### src/rtl/sync_fifo_param.sv
// sync_fifo_param: parametrised single-clock FIFO with occupancy count, watermarks and error status.
// Define SYNC_FIFO_FWFT_EN for first-word-fall-through reads (head word prefetched into d_out).
module sync_fifo_param #(
  parameter int DATA_W    = 8,
  parameter int DEPTH     = 16,
  parameter int AFULL_TH  = 12,
  parameter int AEMPTY_TH = 4
) (
  input  logic                       clk,
  input  logic                       rst_n,
  input  logic                       wr_en,
  input  logic [DATA_W-1:0]          d_in,
  input  logic                       rd_en,
  output logic [DATA_W-1:0]          d_out,
  output logic                       full,
  output logic                       empty,
  output logic                       almost_full,
  output logic                       almost_empty,
  output logic [$clog2(DEPTH):0]     count,
  output logic                       overflow,
  output logic                       underflow,
  input  logic                       err_clr,
  output logic [1:0]                 err_sticky
);

  localparam int AW = $clog2(DEPTH);
  localparam logic [AW:0] ZERO_C    = {(AW+1){1'b0}};
  localparam logic [AW:0] ONE_C     = (AW+1)'(1);
  localparam logic [AW:0] DEPTH_C   = (AW+1)'(DEPTH);
  localparam logic [AW:0] AFULL_C   = (AW+1)'(AFULL_TH);
  localparam logic [AW:0] AEMPTY_C  = (AW+1)'(AEMPTY_TH);

  logic [DATA_W-1:0] mem_r [DEPTH];
  logic [AW:0]       wr_ptr_r;
  logic [AW:0]       rd_ptr_r;
  logic [AW:0]       count_nxt_s;
  logic              wr_acc_s;
  logic              rd_acc_s;
  logic              mem_rd_s;
  logic              empty_nxt_s;

  // Full rejects writes and empty rejects reads, so there is never pass-through.
  assign wr_acc_s = wr_en & ~full;
  assign rd_acc_s = rd_en & ~empty;

`ifdef SYNC_FIFO_FWFT_EN
  logic        ov_r;
  logic        ov_nxt_s;
  logic [AW:0] mem_cnt_s;

  // Refill the output register whenever it holds nothing or is being popped.
  assign mem_cnt_s   = wr_ptr_r - rd_ptr_r;
  assign mem_rd_s    = (mem_cnt_s != ZERO_C) & (~ov_r | rd_acc_s);
  assign ov_nxt_s    = mem_rd_s | (ov_r & ~rd_acc_s);
  assign empty_nxt_s = ~ov_nxt_s;

  // Valid flag for the prefetched head word in d_out.
  always_ff @(posedge clk or negedge rst_n) begin
    if (!rst_n) begin
      ov_r <= 1'b0;
    end else begin
      ov_r <= ov_nxt_s;
    end
  end
`else
  assign mem_rd_s    = rd_acc_s;
  assign empty_nxt_s = (count_nxt_s == ZERO_C);
`endif

  // Next occupancy: a simultaneous accepted read and write leaves it unchanged.
  always_comb begin
    count_nxt_s = count;
    if (wr_acc_s && !rd_acc_s) begin
      count_nxt_s = count + ONE_C;
    end else if (!wr_acc_s && rd_acc_s) begin
      count_nxt_s = count - ONE_C;
    end else begin
      count_nxt_s = count;
    end
  end

  // Storage array; deliberately not reset.
  always_ff @(posedge clk) begin
    if (wr_acc_s) begin
      mem_r[wr_ptr_r[AW-1:0]] <= d_in;
    end
  end

  // Pointers, read data, flags and error status.
  always_ff @(posedge clk or negedge rst_n) begin
    if (!rst_n) begin
      wr_ptr_r     <= ZERO_C;
      rd_ptr_r     <= ZERO_C;
      d_out        <= {DATA_W{1'b0}};
      count        <= ZERO_C;
      full         <= 1'b0;
      empty        <= 1'b1;
      almost_full  <= 1'b0;
      almost_empty <= 1'b1;
      overflow     <= 1'b0;
      underflow    <= 1'b0;
      err_sticky   <= 2'b00;
    end else begin
      if (wr_acc_s) begin
        wr_ptr_r <= wr_ptr_r + ONE_C;
      end
      if (mem_rd_s) begin
        d_out    <= mem_r[rd_ptr_r[AW-1:0]];
        rd_ptr_r <= rd_ptr_r + ONE_C;
      end
      count        <= count_nxt_s;
      full         <= (count_nxt_s == DEPTH_C);
      empty        <= empty_nxt_s;
      almost_full  <= (count_nxt_s >= AFULL_C);
      almost_empty <= (count_nxt_s <= AEMPTY_C);
      overflow     <= wr_en & full;
      underflow    <= rd_en & empty;
      // A new error in the same cycle as err_clr keeps its bit set.
      err_sticky   <= (err_clr ? 2'b00 : err_sticky) | {wr_en & full, rd_en & empty};
    end
  end

endmodule
### config.mk
export PLATFORM = sky130hd
export DESIGN_NAME = sync_fifo_param
export DESIGN_NICKNAME = d
export VERILOG_FILES = /design/src/rtl/sync_fifo_param.sv
export SDC_FILE = /design/constraint.sdc
export NUM_CORES = 1
export LEC_CHECK = 0
export BUFFER_PORTS_ARGS = -buffer_cell sky130_fd_sc_hd__clkbuf_2
export CAP_MARGIN = 20
export CORE_ASPECT_RATIO = 1.4
export CORE_MARGIN = 1
export CORE_UTILIZATION = 30
export DETAILED_ROUTE_END_ITERATION = 12
export PLACE_DENSITY = 0.56
export SETUP_SLACK_MARGIN = 0.4
export SLEW_MARGIN = 20
export SYNTH_ARGS = -nofsm -noshare
export SYNTH_HDL_FRONTEND = slang
export SYNTH_SLANG_ARGS = --single-unit
### constraint.sdc
create_clock -name clk -period 2.15 [get_ports clk]
set_clock_uncertainty 0.15 [all_clocks]
set_input_delay 0.215 -clock clk [delete_from_list [all_inputs] [get_ports clk]]
set_output_delay 0.215 -clock clk [all_outputs]
set_load 0.05 [all_outputs]
==> summary.md <==
| Metric | Value |
|---|---|
| Pleak | slightly below 3 nW |
| Vias post-DR | around 3,300 |
| Die area | roughly 0.022 sq mm |
| Crit path max fanout | 7 |
| Global-route wire length before repair | between 20,000 and 25,000 microns |
| Synth cell types | 40 |
| Relative slew margins | a little under half |
| Yosys warns | 0 |
| R2r setup slk | around 0.29 ns |
| Most common library cells after synthesis | edfxtp_1 (128), dfrtp_1 (27), mux2i_1 (24) |
| Root Driver | clkbuf_16 |
| Floorplan Core Area | about 0.021 sq mm |
| RSZ-0062 raised after global routing | yes |
| DRC Markers | 0 |
| Port bufs | 33 |
| Hold Path Stages | 1 |
| Max_cap viols | 0 |
| Layout cell share with drive strength beyond 1 | ~41% |
| Row count | a little over 60 |
| Worst Hold End | mem_r[2][4] |
| Top cell type's share of synthesized area | between 60% and 70% |
| Hold_ws | about 0.094 ns |
| Reg-to-reg startpoint | rd_ptr_r[0] |
| Async S/R FF share, synth | a little under a fifth |
| Synth Flop Type | edfxtp_1 |
| Overflow after GRT | 0 |
| Worst slew pin tran | 0.816 ns |
| Area Overhead vs Synth | 25.3% |
| Most frequent cell after synthesis | edfxtp_1 |
| Maximum clock rate | between 0.5 and 0.6 GHz |
| Clk pin slew, worst setup/hold paths | about 0.07 ns |
| Wire length per cell | between 15 and 20 microns |
| Initial Util | between 30% and 40% |
| DRT Pass-1 Iters | 6 |
| Total GRT Usage | about an eighth |
| Req. time, crit path | between 2 and 2.5 ns |
| Largest net degree at the start of global routing | 30 |
| Syn_area_per_cell | ~17 sq um |
| ANT cells | 0 |
| FF-to-FF path depth | 6 |
| Total CTS buffers | 17 |
| Crit path time final | approximately 1.9 ns |
| Status | complete, no violations |
| Antenna violations before repair | 0 |
| R2R Path End | d_out[2] |
| Clk buf depth | 2 |
| I/O pin count | 34 |
| Final WL | approximately 14,000 microns |
| # H-tree levels | 4 |
| Post-layout nets | 453 |
| Iteration-0 DRC Markers | 163 |
| Synth top area cells | edfxtp_1 (60%), dfrtp_1 (11%), mux4_1 (4.1%), mux2i_1 (3.8%), mux2_2 (2.8%) |
| CP Launch Type | register |
| Seq cells post-synth | 157 |
| Clock sink count | between 150 and 200 |
| Mapped Nets | a little under 400 |
| # fillers | ~1,900 |
| Critical path arrival | about 2.0 ns |
| Post-synth EDFFs | roughly 130 |
| Critical path class | reg2reg |
| Final setup fails | 0 |
| Gp weighted congestion | 0.767 |
| Worst hold path type | in2reg |
| Register area share after synthesis | about 72% |
| Routed Antenna Nets | 0 |
| Pwr dens | ~1400 mW/mm^2 |
| Post-DP HPWL | approximately 8800 microns |
| Die width | 125 microns |
| Chip height | ~170 microns |
| Max VDD drop | between 0.5 and 0.6 mV |
| Setup TNS | 0 ns |
| Period utilisation layout | a little under 90% |
| CTS tree | yes |
| Routed vias/inst | roughly 4.7 |
| Fin. max-slew vios | 0 |
| Clock Latency Late Sink | 0.42 ns |
| Final hold violations | 0 |
| CP startpoint | rd_ptr_r[0] |
| Min-delay src | d_in[4] |
| Mapped cell area | approximately 0.0064 sq mm |
| Synth area leader | edfxtp_1 |
| Number of global-route vias before repair | approximately 3,500 |
| Critical path capture point type | register |
| Mapped Cells | 368 |
kinds of logic after synthesis:
logic type / count (synthesis) / share of synthesized area [%]
compound gates: 37 / 4.09
flops: 157 / 71.9
mux: 56 / 12.9
fa+ha+maj: 7 / 1.38
buf+inv: 22 / 2.08
simple gates: 79 / 6.35
xor+xnor: 10 / 1.38
layer usage:
metal	part of all wire, %	GRT usage, %	vias to the layer above
met1	39	14.2	1703
met2	57	24.7	43
met4	1.4	4.32	0
li1	-	-	1551
met3	2.6	2.46	15
met5	0	0	-
through the flow:
step	total power, mW	cells	util [%]	instance area, sq um	worst slack [ns]
6_report	11.5	702	38.6	7980	0.288
5_1_grt	12.0	702	38.6	7980	0.245
4_1_cts	11.0	691	37.0	7640	0.220
3_5_place_dp	7.67	648	33.1	6840	0.199
3_3_place_gp	7.63	648	33.1	6840	0.210
2_1_floorplan	6.74	368	-	6380	0.296
power breakdown:
part	total (mW)	switching, mW	internal, mW
Combinational	4.36	2.43	1.93
Clock	3.05	1.37	1.68
Sequential	4.13	0.329	3.80
worst max-delay path, stage by stage (launching register included):
cell and delay (ns):
dfrtp_2 0.38, buf_12 0.14, buf_12 0.14, mux4_2 0.51, mux2_4 0.28, o22ai_2 0.09, nor2_1 0.07
flip-flops by register name (all words and copies together), names as in the netlist, 2 cells and up:
register / cells
mem_r: 128
d_out: 8
count: 5
rd_ptr_r: 4
wr_ptr_r: 4
err_sticky: 2
timing repair:
item	in CTS	in global routing
cloned	1	2
pin swaps	3	12
gates resized for setup	25	48
hold buffers	4	0
setup buffers	6	9
endpoints found under the hold margin	32	0
setup endpoints to repair	140	104
worst max path at each step:
| stage | end | slack [ns] | cells past startpoint |
|---|---|---|---|
| after floorplan | empty | 0.30 | 6 |
| after global routing | d_out[2] | 0.25 | 6 |
| after detailed placement | d_out[2] | 0.20 | 5 |
| after global placement | d_out[2] | 0.21 | 5 |
| after CTS | d_out[2] | 0.22 | 5 |
| final | d_out[2] | 0.29 | 6 |
placed cells by master, fill, tap and decap left out, types with 8 or more instances in the layout:
cell	instances
o22ai_1	9
and2_4	12
clkbuf_2	33
buf_4	12
nor2_1	10
nand2_1	17
dfrtp_1	22
clkbuf_16	19
mux4_2	16
mux2_2	9
o21ai_0	8
mux2i_1	24
edfxtp_1	128
nor3_1	8
final cells by class:
cell class	instances	area (sq um)	share of cell area [%]
sequential	157	4580	57.4
multi-input combinational	189	1910	24.0
timing repair buffer	62	529	6.64
clock buffer	17	425	5.33
tap	256	320	4.02
clock inverter	15	189	2.37
inverter	6	22.5	0.282
Power figures use the tool's default switching activity.
